===== config.mk =====
export PLATFORM = sky130hd
export DESIGN_NAME = cheri_clear_seq
export DESIGN_NICKNAME = d
export VERILOG_FILES = /design/src/rtl/cheri_clear_seq.sv
export SDC_FILE = /design/constraint.sdc
export NUM_CORES = 1
export LEC_CHECK = 0
export CAP_MARGIN = 40
export CORE_MARGIN = 2
export CORE_UTILIZATION = 46
export CTS_CLUSTER_SIZE = 14
export DETAILED_ROUTE_END_ITERATION = 12
export HOLD_SLACK_MARGIN = 0.03
export PLACE_DENSITY = 0.92
export SLEW_MARGIN = 20
export SYNTH_ARGS = -nofsm -noshare
export SYNTH_HDL_FRONTEND = slang
export SYNTH_SLANG_ARGS = --single-unit

===== constraint.sdc =====
create_clock -name clk_i -period 3.9 [get_ports clk_i]
set_clock_uncertainty 0.15 [all_clocks]
set_input_delay 1.17 -clock clk_i [delete_from_list [all_inputs] [get_ports clk_i]]
set_output_delay 1.17 -clock clk_i [all_outputs]
set_load 0.005 [all_outputs]

===== src/rtl/cheri_clear_seq.sv =====
// Purpose : sequences CHERI capability-register clears onto a shared regfile write port,
//           one 8-register quarter per cycle, while normal writeback keeps absolute priority.
// Latency : accept in cycle 0, N non-empty quarters issue in cycles 1..N, done_o in N+1,
//           req_ready_o again in N+2; commit passthrough is combinational (zero latency).
// Backpressure: req_ready_o is high only in IDLE without flush_i; commit writes stall
//           clearing for that cycle and retire matching pending bits (the newer write wins).
//
// Ports:
//   clk_i, rst_i                   clock, synchronous active-high reset
//   req_valid_i/req_ready_o        clear request handshake, req_mask_i bit i = clear reg i
//   flush_i                        abandons an in-progress sequence (no done_o)
//   commit_we_i/_waddr_i/_wdata_i  normal writeback for the same regfile port
//   we_o, waddr_o, wdata_o         regfile write port
//   clr_o, mask_o, quarter_o       bulk-clear qualifier: clear the mask_o bits of quarter_o
//   busy_o, done_o                 sequence in progress / one-cycle completion pulse
module cheri_clear_seq #(
    parameter int DATA_WIDTH = 32,
    parameter bit SKIP_EMPTY = 1'b1
) (
    input  logic                  clk_i,
    input  logic                  rst_i,
    input  logic                  req_valid_i,
    output logic                  req_ready_o,
    input  logic [31:0]           req_mask_i,
    input  logic                  flush_i,
    input  logic                  commit_we_i,
    input  logic [4:0]            commit_waddr_i,
    input  logic [DATA_WIDTH-1:0] commit_wdata_i,
    output logic                  we_o,
    output logic [4:0]            waddr_o,
    output logic [DATA_WIDTH-1:0] wdata_o,
    output logic                  clr_o,
    output logic [7:0]            mask_o,
    output logic [1:0]            quarter_o,
    output logic                  busy_o,
    output logic                  done_o
);

    typedef enum logic [1:0] {
        IDLE = 2'd0,
        RUN  = 2'd1,
        DONE = 2'd2
    } state_t;

    state_t      state_q;
    logic [31:0] pending_q;
    logic [1:0]  qcnt_q;

    logic [3:0]  byte_nz;
    logic [1:0]  first_q;
    logic [1:0]  sel_q;
    logic [7:0]  sel_byte;
    logic [2:0]  lsb_idx;
    logic        issue;
    logic        accept;
    logic [31:0] commit_hit;
    logic [31:0] issue_bits;
    logic [31:0] load_val;
    logic [31:0] run_next;

    assign byte_nz[0] = |pending_q[7:0];
    assign byte_nz[1] = |pending_q[15:8];
    assign byte_nz[2] = |pending_q[23:16];
    assign byte_nz[3] = |pending_q[31:24];

    // Lowest non-empty quarter; scanning downwards lets the lowest hit win.
    always_comb begin
        first_q = 2'd0;
        for (int i = 3; i >= 0; i--) begin
            if (byte_nz[i]) first_q = 2'(i);
        end
    end

    assign sel_q    = SKIP_EMPTY ? first_q : qcnt_q;
    assign sel_byte = pending_q[{sel_q, 3'b000} +: 8];

    // waddr_o names the lowest register being cleared in the selected quarter.
    always_comb begin
        lsb_idx = 3'd0;
        for (int i = 7; i >= 0; i--) begin
            if (sel_byte[i]) lsb_idx = 3'(i);
        end
    end

    assign req_ready_o = (state_q == IDLE) && !flush_i;
    assign accept      = req_valid_i && req_ready_o;

    // Reset is sampled at the edge, but gating on it here keeps a clear from
    // appearing on the port in the cycle the sequence is being abandoned.
    assign issue = (state_q == RUN) && !commit_we_i && !flush_i && !rst_i && (sel_byte != 8'd0);

    // A commit to a register still pending makes its clear obsolete.
    assign commit_hit = commit_we_i ? (32'd1 << commit_waddr_i) : 32'd0;
    assign issue_bits = issue ? (32'h0000_00FF << {sel_q, 3'b000}) : 32'd0;
    assign load_val   = req_mask_i & ~commit_hit;
    assign run_next   = pending_q & ~commit_hit & ~issue_bits;

    assign busy_o = (state_q != IDLE);
    assign done_o = (state_q == DONE) && !flush_i && !rst_i;

    // Regfile-side mux: commit passthrough first, then a clear issue, else quiet.
    always_comb begin
        we_o      = 1'b0;
        waddr_o   = 5'd0;
        wdata_o   = '0;
        clr_o     = 1'b0;
        mask_o    = 8'd0;
        quarter_o = 2'd0;
        if (commit_we_i) begin
            we_o    = 1'b1;
            waddr_o = commit_waddr_i;
            wdata_o = commit_wdata_i;
        end else if (issue) begin
            we_o      = 1'b1;
            clr_o     = 1'b1;
            quarter_o = sel_q;
            mask_o    = sel_byte;
            waddr_o   = {sel_q, lsb_idx};
        end
    end

    always_ff @(posedge clk_i) begin
        if (rst_i) begin
            state_q   <= IDLE;
            pending_q <= 32'd0;
            qcnt_q    <= 2'd0;
        end else begin
            case (state_q)
                IDLE: begin
                    if (accept) begin
                        pending_q <= load_val;
                        qcnt_q    <= 2'd0;
                        // A request fully retired by a same-cycle commit has nothing to do.
                        state_q   <= (load_val != 32'd0) ? RUN : DONE;
                    end
                end
                RUN: begin
                    if (flush_i) begin
                        state_q   <= IDLE;
                        pending_q <= 32'd0;
                        qcnt_q    <= 2'd0;
                    end else begin
                        pending_q <= run_next;
                        // The quarter counter steps on issues and bubbles, not on commit stalls.
                        if (!commit_we_i) qcnt_q <= qcnt_q + 2'd1;
                        if (run_next == 32'd0) state_q <= DONE;
                    end
                end
                DONE: begin
                    state_q   <= IDLE;
                    pending_q <= 32'd0;
                    qcnt_q    <= 2'd0;
                end
                default: begin
                    state_q   <= IDLE;
                    pending_q <= 32'd0;
                    qcnt_q    <= 2'd0;
                end
            endcase
        end
    end

endmodule

==> flow_results.org, run 1 <==
** CTS
- Buffers from clock root to sink, at most :: 2
- Counting the buffers created by CTS gives 5.
- Hold repair after CTS inserted 0 buffers.
- The root buffer cell chosen for the clock tree is clkbuf_8.
- The tree built by TritonCTS fans out to 34 sinks.
- The clock tree synthesis step divided the H-tree into 2 levels.

** Die
- After floorplanning, the core was divided into 31 placement rows.
- The die is 90.6 um wide.
- For this configuration, the core starts out at a cell density of a little under half.
- Vertical extent of the die :: a little over 90 um
- Pin placement for this block handled ~130 I/O pins.

** Placed design
- Detailed placement finished with a half-perimeter wire length of around 14 mm.
- Number of buffers added on ports :: 125
- Placement-stage cell area :: approximately 5700 um2
- Inst Count DP :: a little over 800
- Routability-driven placement congestion ratio :: roughly 1.1

** STA
- After the last repair the worst path ends at a primary output.
- GR repair worst EP :: waddr_o[0]

** Synthesis
- Async SR Flop Fraction :: 0%
- Counting flops and latches in the post-synthesis netlist gives 34.
- The synthesized netlist contains 75 unique library cells.
- Counting every net in the synthesized netlist gives ~570.
- Proportion of synthesized chip area in sequential cells :: between 10% and 20%
- The synthesized netlist occupies a cell area of 3450 um2.
- A synthesized cell averages 6.96 um2.
- During synthesis, Yosys emitted a total of 0 warnings.
- Number of enable flip-flop cells after synthesis :: 0
- Dominant register cell in the synthesized netlist :: dfxtp_1
- In the synthesized netlist, the number of instances is about 500.

** Outcome
- The tool reported: "[ERROR GRT-0232] Routing congestion too high. Check the congestion heatmap in the GUI".
- Outcome :: stopped before the end
- It got as far as global routing and failed there.

** Global route
- Gr usage total :: approximately 73%
- Maximum number of pins on one net before global-route repair :: 38
- The total overflow left after global routing is 35.
[per-stage QoR]
| step | hold WS (ns) | TNS [ns] | util (%) | worst slack [ns] |
|---|---|---|---|---|
| CTS | 0.353 | -0.0621 | 82.5 | -0.0236 |
| floorplan | 0.312 | 0 | - | 0.119 |
| detailed placement | 0.341 | -18.74 | 79.2 | -0.743 |
| global placement | 0.327 | -15.22 | 79.1 | -0.608 |
[synth_stat cells, types with 5 or more instances]
master	n	area share, %
a21o_1	8	1.7
a21oi_1	39	5.7
a31oi_1	6	1.1
a32oi_1	20	5.1
and2_1	39	7.1
buf_2	12	1.7
clkbuf_1	18	2.0
dfxtp_1	34	20
inv_1	16	1.7
nand2_1	42	4.6
nand2b_1	6	1.1
nand3_1	17	2.5
nand3b_1	7	1.5
nand4_1	16	2.9
nor2_1	58	6.3
nor3_1	12	1.7
nor3b_1	7	1.5
o21ai_0	30	4.4
o22ai_1	5	0.91
or3_1	5	0.91
[repair_timing]
action                     4_1_cts
cloned                           0
resized for setup               96
pin swaps                       19
setup endpoints to repair       50
buffers inserted                 9
[routing by layer]
layer / track usage [%] / overflow
met4: 71.0 / 17
met5: 25.6 / 0
met1: 71.4 / 0
met3: 61.1 / 1
met2: 88.9 / 17
[logic make-up after synthesis]
kind of cell	count (synthesis)	share of synthesized area, %
simple gates	245	39.3
compound gates	163	34.3
buf+inv	53	6.64
flops	34	19.7
==> run 2: changes to the inputs <==
--- a/config.mk
+++ b/config.mk
@@ -7,11 +7,9 @@
 export LEC_CHECK = 0
 export CAP_MARGIN = 40
 export CORE_MARGIN = 2
-export CORE_UTILIZATION = 46
-export CTS_CLUSTER_SIZE = 14
+export CORE_UTILIZATION = 40
 export DETAILED_ROUTE_END_ITERATION = 12
-export HOLD_SLACK_MARGIN = 0.03
-export PLACE_DENSITY = 0.92
+export PLACE_DENSITY_LB_ADDON = 0.15
 export SLEW_MARGIN = 20
 export SYNTH_ARGS = -nofsm -noshare
 export SYNTH_HDL_FRONTEND = slang
==> flow_results.org, run 2 <==
** STA
- Achievable clock frequency :: 0.249 GHz
- Worst Setup Slack, final :: -0.115 ns
- Worst Tran Pin Value :: 0.708 ns
- The number of max-slew violations in the final report is 0.
- Hold is met by roughly 0.37 ns.
- The final critical path takes up 103% of the cycle.
- Setup tns final :: -0.543 ns
- The worst pin sits at a relative slew slack of 52.6%.
- Final setup violation count :: 7
- Setup repair after global routing missed its margin :: true
- The hold violation total from the final report was 0.
- Crit path time final :: 4.01 ns

** Run
- Max-capacitance violation count :: 0

** Cells and area
- Syn-to-layout area delta :: 82.3%
- The number of antenna diodes in the final layout is 0.
- Share of post-route cells with drive strength above 1 :: about 33%
- Design Area, Final :: 6280 um2
- The library cell used most frequently in the layout, excluding fill and tap cells, is buf_4.
- Most used cells in the layout excluding fill and tap cells :: 168 x buf_4, 106 x clkdlybuf4s50_1, 57 x nor2_1
- More flip-flops sit in one register than any other, and that register is pending_q.
- In the final design database the tool counted between 800 and 900 nets.
- The register with the most flip-flops in the layout has 32 of them.
- Largest registers in the final layout :: pending_q x32, state_q x2

** Synthesis
- Most frequently used cell type in the post-synthesis netlist :: nor2_1
- Of the post-synthesis cell area, the dominant cell type holds between 15 and 20%.
- Simple-Gate Fraction of Synth Area :: 39.3%
- By area, the combinational part of the netlist is dominated by simple AND/OR/NAND/NOR gates.
- Avg Cell Area, Syn :: ~7.0 um2
- XOR/XNOR Fraction of Synth Area :: 0%
- Synthesis handed over a netlist of 495 instances.
- Compound-Gate Fraction of Synth Area :: roughly 34%
- The biggest area contributor in the post-synthesis netlist is dfxtp_1.
- Summing the areas of all fa, ha and maj instances in the mapped netlist gives 0% of the synthesized area.
- Multiplexer share of the synthesized area :: 0%
- Register bit total from synthesis :: 34
- Warning count from the yosys run :: 0
- Dominant register cell in the synthesized netlist :: dfxtp_1
- Synthesis instantiated 75 different standard cells from the library.
- Counting flops with an async set or reset pin after synthesis yields a share of 0%.
- Cell types with the highest counts after synthesis :: 58 x nor2_1, 42 x nand2_1, 39 x a21oi_1, 39 x and2_1, 34 x dfxtp_1
- Combined area of all synthesized cells :: approximately 3400 um2
- Number of enable flip-flop cells after synthesis :: 0
- After synthesis, flip-flops and latches occupy 19.7% of the total area.
- Net count after synthesis :: about 570
- Top cells by area, synth :: dfxtp_1 20%, and2_1 7.1%, nor2_1 6.3%

** Placed design
- Routability-driven placement congestion ratio :: 0.990
- Detailed placement ended at an HPWL of approximately 14 mm.
- Number of buffers added on ports :: 125
- OpenSTA, run right after detailed placement, puts the worst setup slack at -0.657 ns.
- Summing all placed instances gives a cell area of 5890 um2.

** Outcome
- The run finished, with violations left.
- The checks that failed: setup timing.

** Worst setup path
- Data on the critical path is required at its endpoint by around 2.6 ns.
- Data on the critical path arrives at its endpoint at around 2.7 ns.
- Crit end category :: output pin
- The worst setup path is of the register to output pin kind.
- In this run the worst path has a maximum fanout of 4.
- STA classifies the critical path startpoint as a register.

** Route
- After detailed routing, the number of remaining DRC violations is 0.
- Average vias per placed instance :: slightly above 6
- After the first detailed-routing iteration, the DRC count stood at 639.
- The final layout contains routed wiring with a total length of ~18 mm.
- Summing over every cut layer, the via total after detailed routing is between 5000 and 6000.
- Once detail routing completed, the nets flagged for antenna violations numbered 0.
- After detailed routing, the average wire length per cell comes to around 20 um.
- TritonRoute pass-1 iters :: 6

** CTS
- Clock-pin slew was measured on the worst setup and hold paths at ~0.07 ns.
- The clock reaches the later pin of the worst-skew pair after 0.30 ns.
- The number of hold buffers added after CTS was 0.
- The tree is rooted in a clkbuf_8.
- CTS H-Tree Depth :: 2
- CTS buffer count :: 5
- Number of clock sinks :: 34
- The clock passes through at most 2 buffers.
- TritonCTS clock tree :: yes

** Global route
- Global routing used 35.8% of the available tracks across all layers.
- Gr ovfl total :: 0
- The initial antenna violation count is 0.
- Via count of the first global-routing pass :: between 5000 and 6000
- Entering global routing, the biggest net connects 40 pins.
- The first global-routing pass estimated ~27 mm of wire.

** Die
- Std-Cell Core Area :: about 8300 um2
- From bottom edge to top edge, the die measures a little under 100 um.
- X dimension of the die :: 96.8 um
- Initial Utilization :: about two fifths
- I/O pin count :: ~130
- In this run the core area contains 33 standard-cell rows.
- The die covers 9380 um2.

** Worst hold path
- The tightest min-delay check is of the register to register type.

** Power
- The worst-case IR drop observed on VDD is 0.197 mV.
- Total power for the finished layout comes to ~0.0022 W.
- The analysis attributes to cell leakage a power of between 2 and 3 nW.
- Pwr dens :: between 300 and 400 nW/um2
run 2: cell counts after synthesis:
No cell type changed its count.
run 2: routing by layer:
metal	GRT usage (%)	vias up	wire length, um
met2	58.8	402	8060
li1	-	2407	-
met1	44.7	2472	6870
met4	15.1	0	721
met3	8.89	66	2140
met5	0	-	0
run 2: through the flow:
stage | utilization, % | std cells
6_report | 75.7 | 876
5_1_grt | 75.7 | 876
4_1_cts | 74.7 | 877
3_5_place_dp | 70.9 | 852
3_3_place_gp | 70.9 | 852
2_1_floorplan | - | 495
run 2: layout make-up:
class                   instances  area, um2
flip-flops and latches         34        691
well taps                     105        131
repair buffers                305       2580
multi-input cells             408       2730
inverters                      18       70.1
fillers                       642       2020
clock buffers                   6       82.6
run 2: final timing paths:
path,from,slack [ns],cells after the start,to
min,pending_q[24],0.37,2,pending_q[24]
max reg2reg,pending_q[18],1.05,10,pending_q[0]
max,pending_q[18],-0.11,11,quarter_o[0]
min reg2reg,pending_q[24],0.37,2,pending_q[24]
run 2: where the power goes:
group	leakage, nW	switching, W	total, W	internal, W
Combinational	2.26	0.000769	0.00153	0.000759
Sequential	0.281	0.0000376	0.000427	0.000389
Clock	0.0431	0.000140	0.000277	0.000137
Total	2.59	0.000947	0.00223	0.00128
run 2: timing repair:
action                                  in CTS  in global routing
pin swaps                                   21                 22
endpoints found under the setup margin      52                 24
resized for setup                           95                 33
setup buffers                               19                  4
run 2: cell families after synthesis:
kind of cell,after synthesis
AND/OR/NAND/NOR,245
AO/OA/AOI/OAI,163
buffers and inverters,53
flip-flops,34
run 2: worst max-delay path: stages, from the launching register on:
cell,delay [ns]
dfxtp_2,0.34
nor4_4,0.36
and2_4,0.24
buf_4,0.12
a311oi_4,0.11
o32ai_4,0.31
nand3_4,0.13
o31ai_4,0.29
buf_4,0.20
buf_6,0.10
nor2_1,0.03
buf_2,0.15
(Power assumes the default switching activity.)
==> run 3: changes to the inputs <==
--- a/config.mk
+++ b/config.mk
@@ -6,6 +6,7 @@
 export NUM_CORES = 1
 export LEC_CHECK = 0
 export CAP_MARGIN = 40
+export CORE_ASPECT_RATIO = 1.75
 export CORE_MARGIN = 2
 export CORE_UTILIZATION = 40
 export DETAILED_ROUTE_END_ITERATION = 12
==> constraint.sdc (replaced) <==
create_clock -name clk_i -period 3.5 [get_ports clk_i]
set_clock_uncertainty 0.15 [all_clocks]
set_input_delay 1.05 -clock clk_i [delete_from_list [all_inputs] [get_ports clk_i]]
set_output_delay 1.05 -clock clk_i [all_outputs]
set_load 0.005 [all_outputs]
==> flow_results.org, run 3 (synthesis results as in run 2) <==
** Outcome
- Outcome :: finished with violations
- The final reports fail on setup timing.

** Cells and area
- Leading cell type in the layout, fill and taps excluded :: buf_4
- Non-filler instance count after layout :: roughly 900
- After routing the design area is 6640 um2.
- Largest registers in the final layout :: pending_q x32, state_q x2
- Final antenna diode count :: 0
- From synthesis to final layout, the design area changed by 92.7%.
- For this run, the post-layout net count is 860.
- Largest register by flop count :: pending_q
- Most used cells in the layout excluding fill and tap cells :: 177 x buf_4, 100 x clkdlybuf4s50_1, 50 x nor2_1
- Of the cells placed in the final design, the portion with a size suffix greater than 1 is between 30% and 40%.
- Flip-flop count of the largest register after layout :: 32

** CTS
- TritonCTS clock tree :: yes
- CTS placed an instance of clkbuf_16 at the clock tree root.
- No sink is reached through more buffers than the 2 on the longest clock path.
- Clock-pin slew was measured on the worst setup and hold paths at about 0.06 ns.
- Hold repair after CTS inserted 0 buffers.
- The clock net in this run drives a total of 34 sinks.
- Clock latency on the worst-skew pair, taken at its later pin, is approximately 0.28 ns.
- The H-tree generated during clock tree synthesis spans 2 levels.
- TritonCTS created 5 clock buffers.

** STA
- Final-report max-slew violation count :: 0
- Worst Setup Slack, final :: -0.368 ns
- After layout, the worst path uses 111% of the clock period.
- Worst slew slack as a fraction of its limit :: approximately 60%
- Setup violations remaining at the end of the flow were counted as 15.
- Final-report hold violation count :: 0
- Final hold analysis gives a worst-case slack of 0.468 ns.
- Crit path time final :: a little under 4 ns
- Derived from the worst setup path, the maximum achievable clock frequency is ~0.26 GHz.
- Worst Tran Pin Value :: about 0.6 ns
- Setup repair after global routing missed its margin :: true
- Adding up every negative setup slack in the final design gives -3.15 ns.

** Placed design
- Number of buffers added on ports :: between 100 and 150
- Inst Count DP :: 871
- Routability-driven placement congestion ratio :: ~0.99
- OpenSTA, run right after detailed placement, puts the worst setup slack at -0.721 ns.
- After detailed placement, the total cell area comes to 6000 um2.
- Summed over all nets, the half-perimeter wirelength after detailed placement is 13.7 mm.

** Worst setup path
- Counting cells, the worst reg-to-reg path comes to 13.
- On the critical path, the stage with the largest delay is an instance of dfxtp_2.
- STA classifies the critical path endpoint as an output pin.
- Critical path fanouts, max :: 4
- The worst register-to-register path begins at pending_q[8].
- In this run the register-to-register setup slack is between 0.6 and 0.7 ns.
- Data on the critical path is required at its endpoint by around 2.3 ns.
- Critical path data arrival time :: about 2.7 ns
- Counting stages on the worst path, the most repeated cell is buf_6.
- The critical path goes through nor4_4, nand3_2, buf_6, a211oi_4, o21ba_4, nand3_4, o31ai_4, buf_6, buf_6, o21ai_2, buf_2.
- The worst register-to-register path ends at state_q[1].
- Launching element type of the critical path :: register
- Category of the most critical setup path :: register to output pin
- Crit-path max cell delay :: 0.35 ns

** Route
- TritonRoute pass-1 iters :: 5
- Routed Antenna Nets :: 0
- Average vias per placed instance :: 6.27
- In this run, the number of DRC markers left after iteration 0 of detailed routing was 700.
- Vias post-DR :: 5658
- Total wire length :: approximately 19 mm
- In the final routed layout, each cell accounts on average for between 20 and 25 um.
- Remaining DRCs :: 0

** Global route
- Gr ovfl total :: 0
- Global routing used approximately two fifths of the available tracks.
- Entering global routing, the biggest net connects 29 pins.
- The number of global-route vias before repair was between 5000 and 6000.
- The initial antenna violation count is 0.
- The first global-routing pass estimated around 27 mm of wire.

** Power
- Part of the total power dissipated in combinational logic :: roughly two thirds
- The clock network burns between 15 and 20% of the power.
- Switching pwr :: around 0.0012 W
- IR analysis of the VDD net gives a maximum drop of 0.385 mV.
- Internal power :: roughly 0.0016 W
- Pwr dens :: roughly 420 nW/um2
- Standby leakage power :: ~2.8 nW
- Sequential cells account for around 17% of the total power.
- In this run switching power makes up roughly two fifths of total power.

** Worst hold path
- The worst hold path begins at pending_q[10].
- Count of cells along the worst hold path :: 3
- Hold Crit Class :: register to register
- Hold path endpoint :: pending_q[10]

** Run
- The tool flagged a number of max-cap violations equal to 0.

** Die
- In this run the core area contains 44 standard-cell rows.
- During I/O placement, the number of pins put on the boundary was roughly 130.
- The die is roughly 74 um wide.
- From bottom edge to top edge, the die measures 127 um.
- Initial Utilization :: between 40% and 50%
- The die covers 9410 um2.
- Std-Cell Core Area :: a little over 8000 um2
[run 3: cell count changes in the layout (fill, tap and decap cells not counted), moves of 5 or more]
cell,previous run,this run
buf_4,168,177
buf_6,13,19
clkbuf_16,0,5
clkbuf_2,5,0
clkbuf_8,6,1
clkdlybuf4s50_1,106,100
nor2_1,57,50
[run 3: layer usage]
layer  part of all wire, %  wire length, um  GRT usage [%]
met4                   9.7             1890           28.7
met1                    32             6200           39.4
met5                     0                0              0
met2                    50             9630           66.1
met3                   8.6             1670           5.56
[run 3: cell type report]
cell class	count	area (um2)
multi-input cells	408	2860
repair buffers	319	2730
fillers	563	1670
flip-flops and latches	34	691
well taps	115	144
clock buffers	7	143
inverters	18	70.1
clock inverters	1	5.00
[run 3: worst max-delay path by stage]
stage / slack, ns / endpoint / startpoint / cells past startpoint
CTS: -0.22 / waddr_o[0] / pending_q[21] / 11
finish: -0.37 / waddr_o[3] / pending_q[8] / 11
detailed placement: -0.72 / quarter_o[1] / flush_i / 8
floorplan: 0.12 / waddr_o[4] / pending_q[18] / 10
global placement: -0.69 / quarter_o[1] / flush_i / 8
global route: -0.39 / waddr_o[3] / pending_q[8] / 11
[run 3: worst max-delay path, delay by kind of cell (launching register included)]
kind | cells | cell delay (ns)
compound gates | 4 | 0.89
buf+inv | 4 | 0.59
simple gates | 3 | 0.57
flops | 1 | 0.35
[run 3: stage by stage]
stage / power [W] / util [%]
after floorplan: 0.00116 / -
after global placement: 0.00191 / 72.2
final: 0.00280 / 79.9
after CTS: 0.00256 / 76.8
after global routing: 0.00289 / 79.9
after detailed placement: 0.00193 / 72.2
[run 3: repair_timing]
item | in CTS | in global routing
setup buffers | 20 | 7
pin swaps | 26 | 39
endpoints found under the setup margin | 52 | 27
gates resized for setup | 122 | 56
[run 3: power by group through the flow]
stage                     Combinational [W]  Clock (W)  Sequential [W]
after floorplan                    0.000676          0        0.000484
after global placement              0.00143          0        0.000474
after detailed placement            0.00145          0        0.000476
after CTS                           0.00162   0.000457        0.000475
after global routing                0.00194   0.000473        0.000481
final                               0.00186   0.000459        0.000479
==> run 4: changes to the inputs <==
--- a/config.mk
+++ b/config.mk
@@ -6,11 +6,14 @@
 export NUM_CORES = 1
 export LEC_CHECK = 0
 export CAP_MARGIN = 40
+export CELL_PAD_IN_SITES_DETAIL_PLACEMENT = 1
+export CELL_PAD_IN_SITES_GLOBAL_PLACEMENT = 1
 export CORE_ASPECT_RATIO = 1.75
 export CORE_MARGIN = 2
-export CORE_UTILIZATION = 40
+export CORE_UTILIZATION = 28
 export DETAILED_ROUTE_END_ITERATION = 12
 export PLACE_DENSITY_LB_ADDON = 0.15
+export SKIP_LAST_GASP = 1
 export SLEW_MARGIN = 20
 export SYNTH_ARGS = -nofsm -noshare
 export SYNTH_HDL_FRONTEND = slang
==> flow_results.org, run 4 (synthesis results as in run 2) <==
** Outcome
- Violations in the final reports :: setup timing
- Outcome :: finished with violations

** Worst setup path
- Data on the critical path is required at its endpoint by between 2 and 2.5 ns.
- Logic depth of the worst setup path including buffers :: 12
- Family of cells with the greatest summed delay on the critical path :: compound AO/OA/AOI/OAI gates
- The slowest stage of the critical path belongs to the cell dfxtp_4.
- Crit-path max cell delay :: ~0.36 ns
- Number of buffers and inverters on the critical path :: 5
- The critical path goes through buf_6, nor4_4, and2_4, buf_6, a311oi_4, o32ai_4, nand3_4, o31ai_4, buf_6, buf_4, nor2_1, buf_2.
- The startpoint identified for the worst register-to-register timing path is pending_q[8].
- Setup crit start :: pending_q[17]
- STA classifies the critical path endpoint as an output pin.
- The critical path is of the register to output pin type.
- Worst R2R Path Depth :: 12
- Minimum setup slack among reg-to-reg paths :: between 0.3 and 0.4 ns
- Data on the critical path arrives at its endpoint at approximately 2.8 ns.
- Timing endpoint of the critical path :: quarter_o[0]
- In this run the worst path has a maximum fanout of 6.
- STA classifies the critical path startpoint as a register.
- Most used cell along the critical path :: buf_6
- End of the worst register-to-register path :: state_q[1]

** Die
- Once the floorplan was initialized, standard cells occupied 28.7% of the core.
- After floorplanning, the core was divided into 53 placement rows.
- Vertical extent of the die :: around 150 um
- Measured along the x axis, the die boundary spans 87.9 um.
- I/O pin count :: approximately 130
- After floorplanning, the core was sized to cover roughly 12000 um2.
- Area of the die :: around 13000 um2

** CTS
- TritonCTS clock tree :: yes
- The clock drives 34 sinks.
- CTS buffer count :: 5
- CTS H-Tree Depth :: 2
- For the worst-skew pair, the clock arrives at the later sink with an insertion delay of 0.30 ns.
- In this run the deepest clock path goes through 2 buffers.
- CTS root buf :: clkbuf_16
- CTS Hold Bufs :: 0
- Clock transition at the register clock pins on the worst setup and hold paths after CTS :: 0.06 ns

** STA
- Worst Tran Pin Value :: around 0.9 ns
- Final setup violation count :: 13
- The number of max-slew violations in the final report was 0.
- Timing would allow up to 0.249 GHz.
- The worst pin sits at a relative slew slack of 41.4%.
- Final cycle utilization of the critical path :: 115%
- Setup repair after global routing missed its margin :: true
- Crit path time final :: approximately 4.0 ns
- After layout, the worst setup slack is -0.511 ns.
- Final-report hold violation count :: 0
- Hold timing on the final database bottoms out at a slack of just under 0.5 ns.

** Placed design
- Detailed placer's ending HPWL :: 16.4 mm
- Placement-stage cell area :: about 6000 um2
- Buffers placed on the I/O ports in this run total roughly 130.
- The congestion estimate from routability-driven global placement came to 1.00.

** Worst hold path
- Hold Crit Class :: register to register

** Cells and area
- Share of post-route cells with drive strength above 1 :: 41.7%
- Syn-to-layout area delta :: 105%
- Largest registers in the final layout :: pending_q x32, state_q x2
- The library cells used most frequently in the layout, excluding fill and tap cells, are 191 x buf_4, 99 x clkdlybuf4s50_1, 56 x nor2_1.
- Counting flops per register, the top entry is pending_q.
- Summing all multi-input logic gate instances after layout gives 2990 um2.
- Filler Cells Inserted :: 1440
- The final layout contains a little under 900 nets.
- Storage cell area :: ~690 um2
- The library cell used most frequently in the layout, excluding fill and tap cells, is buf_4.
- Once layout is complete, the utilization of the core stands at slightly below 60%.
- The register with the most flip-flops in the layout has 32 of them.
- Final antenna diode count :: 0
- After routing the design area is just over 7000 um2.

** Run
- Across the run, the number of max-cap violations was 0.

** Power
- Pwr dens :: between 400 and 500 nW/um2
- Across the VDD grid, the largest voltage drop is ~0.37 mV.
- Part of the total power dissipated in combinational logic :: between 60% and 70%
- Standby leakage power :: 2.94 nW
- Net switching is about 43% of the power.
- Switching pwr :: roughly 0.0013 W
- Internal power :: between 0.0015 and 0.002 W
- Of the total power, registers draw between 10% and 20%.
- Clk pwr share :: between 10% and 20%
- Total power for the finished layout comes to about 0.0031 W.

** Global route
- The total overflow left after global routing is 0.
- The first global-routing pass estimated between 30 and 40 mm of wire.
- Global routing consumed, over all layers together, approximately a third of the routing resources.
- Antenna violations before repair :: 0
- Entering global routing, the biggest net connects 37 pins.
- Via count of the first global-routing pass :: slightly below 6000

** Route
- Wirelength per Cell :: 24.3 um
- Number of design-rule violations left by the first detailed-router iteration :: 251
- Remaining DRCs :: 0
- Vias post-DR :: ~5700
- After detailed routing, the total wire length is 23.7 mm.
- Average vias per placed instance :: roughly 5.8
- TritonRoute pass-1 iters :: 6
- Routed Antenna Nets :: 0
## run 4: worst min-delay path by stage
stage | startpoint | end | slack [ns] | cells past startpoint
2_1_floorplan | pending_q[24] | pending_q[24] | 0.31 | 2
3_3_place_gp | pending_q[30] | pending_q[30] | 0.43 | 3
3_5_place_dp | pending_q[30] | pending_q[30] | 0.45 | 3
4_1_cts | pending_q[24] | pending_q[24] | 0.48 | 3
5_1_grt | pending_q[4] | pending_q[4] | 0.51 | 3
6_report | pending_q[3] | pending_q[3] | 0.49 | 3
## run 4: stage by stage
step	instances	TNS (ns)	worst slack (ns)
floorplan	495	0	0.124
global placement	925	-29.12	-0.703
detailed placement	925	-30.38	-0.755
CTS	967	-5.19	-0.374
global route	975	-5.80	-0.569
finish	975	-4.92	-0.511
## run 4: repair_timing
action,CTS,global route
setup endpoints to repair,52,59
pin swaps,33,53
buffers inserted,36,13
cloned,0,1
resized for setup,139,82
## run 4: area by class of cell
type / count / area share, %
clock buffers: 8 / 2.35
multi-input cells: 408 / 42.3
flip-flops and latches: 34 / 9.79
repair buffers: 342 / 41.7
inverters: 18 / 0.956
well taps: 165 / 2.92
## run 4: worst min-delay path: cells and delay by family, from the launching register on
kind	cells	cell delay, ns
compound gates	1	0.05
simple gates	1	0.07
buf+inv	1	0.16
flops	1	0.31
## run 4: layer usage
metal  vias to the layer above  GRT usage [%]  share of wire [%]
met5                         -              0                  0
met4                         0           23.4                8.7
met3                       139           5.23                5.3
met2                       302           60.5                 53
met1                      2752           31.4                 33
li1                       2486              -                  -
## run 4: power by group through the flow
stage / Combinational (W) / Clock (W) / Sequential (W)
floorplan: 0.000676 / 0 / 0.000484
global placement: 0.00148 / 0 / 0.000475
detailed placement: 0.00151 / 0 / 0.000477
CTS: 0.00176 / 0.000517 / 0.000474
global route: 0.00213 / 0.000534 / 0.000483
finish: 0.00206 / 0.000515 / 0.000480
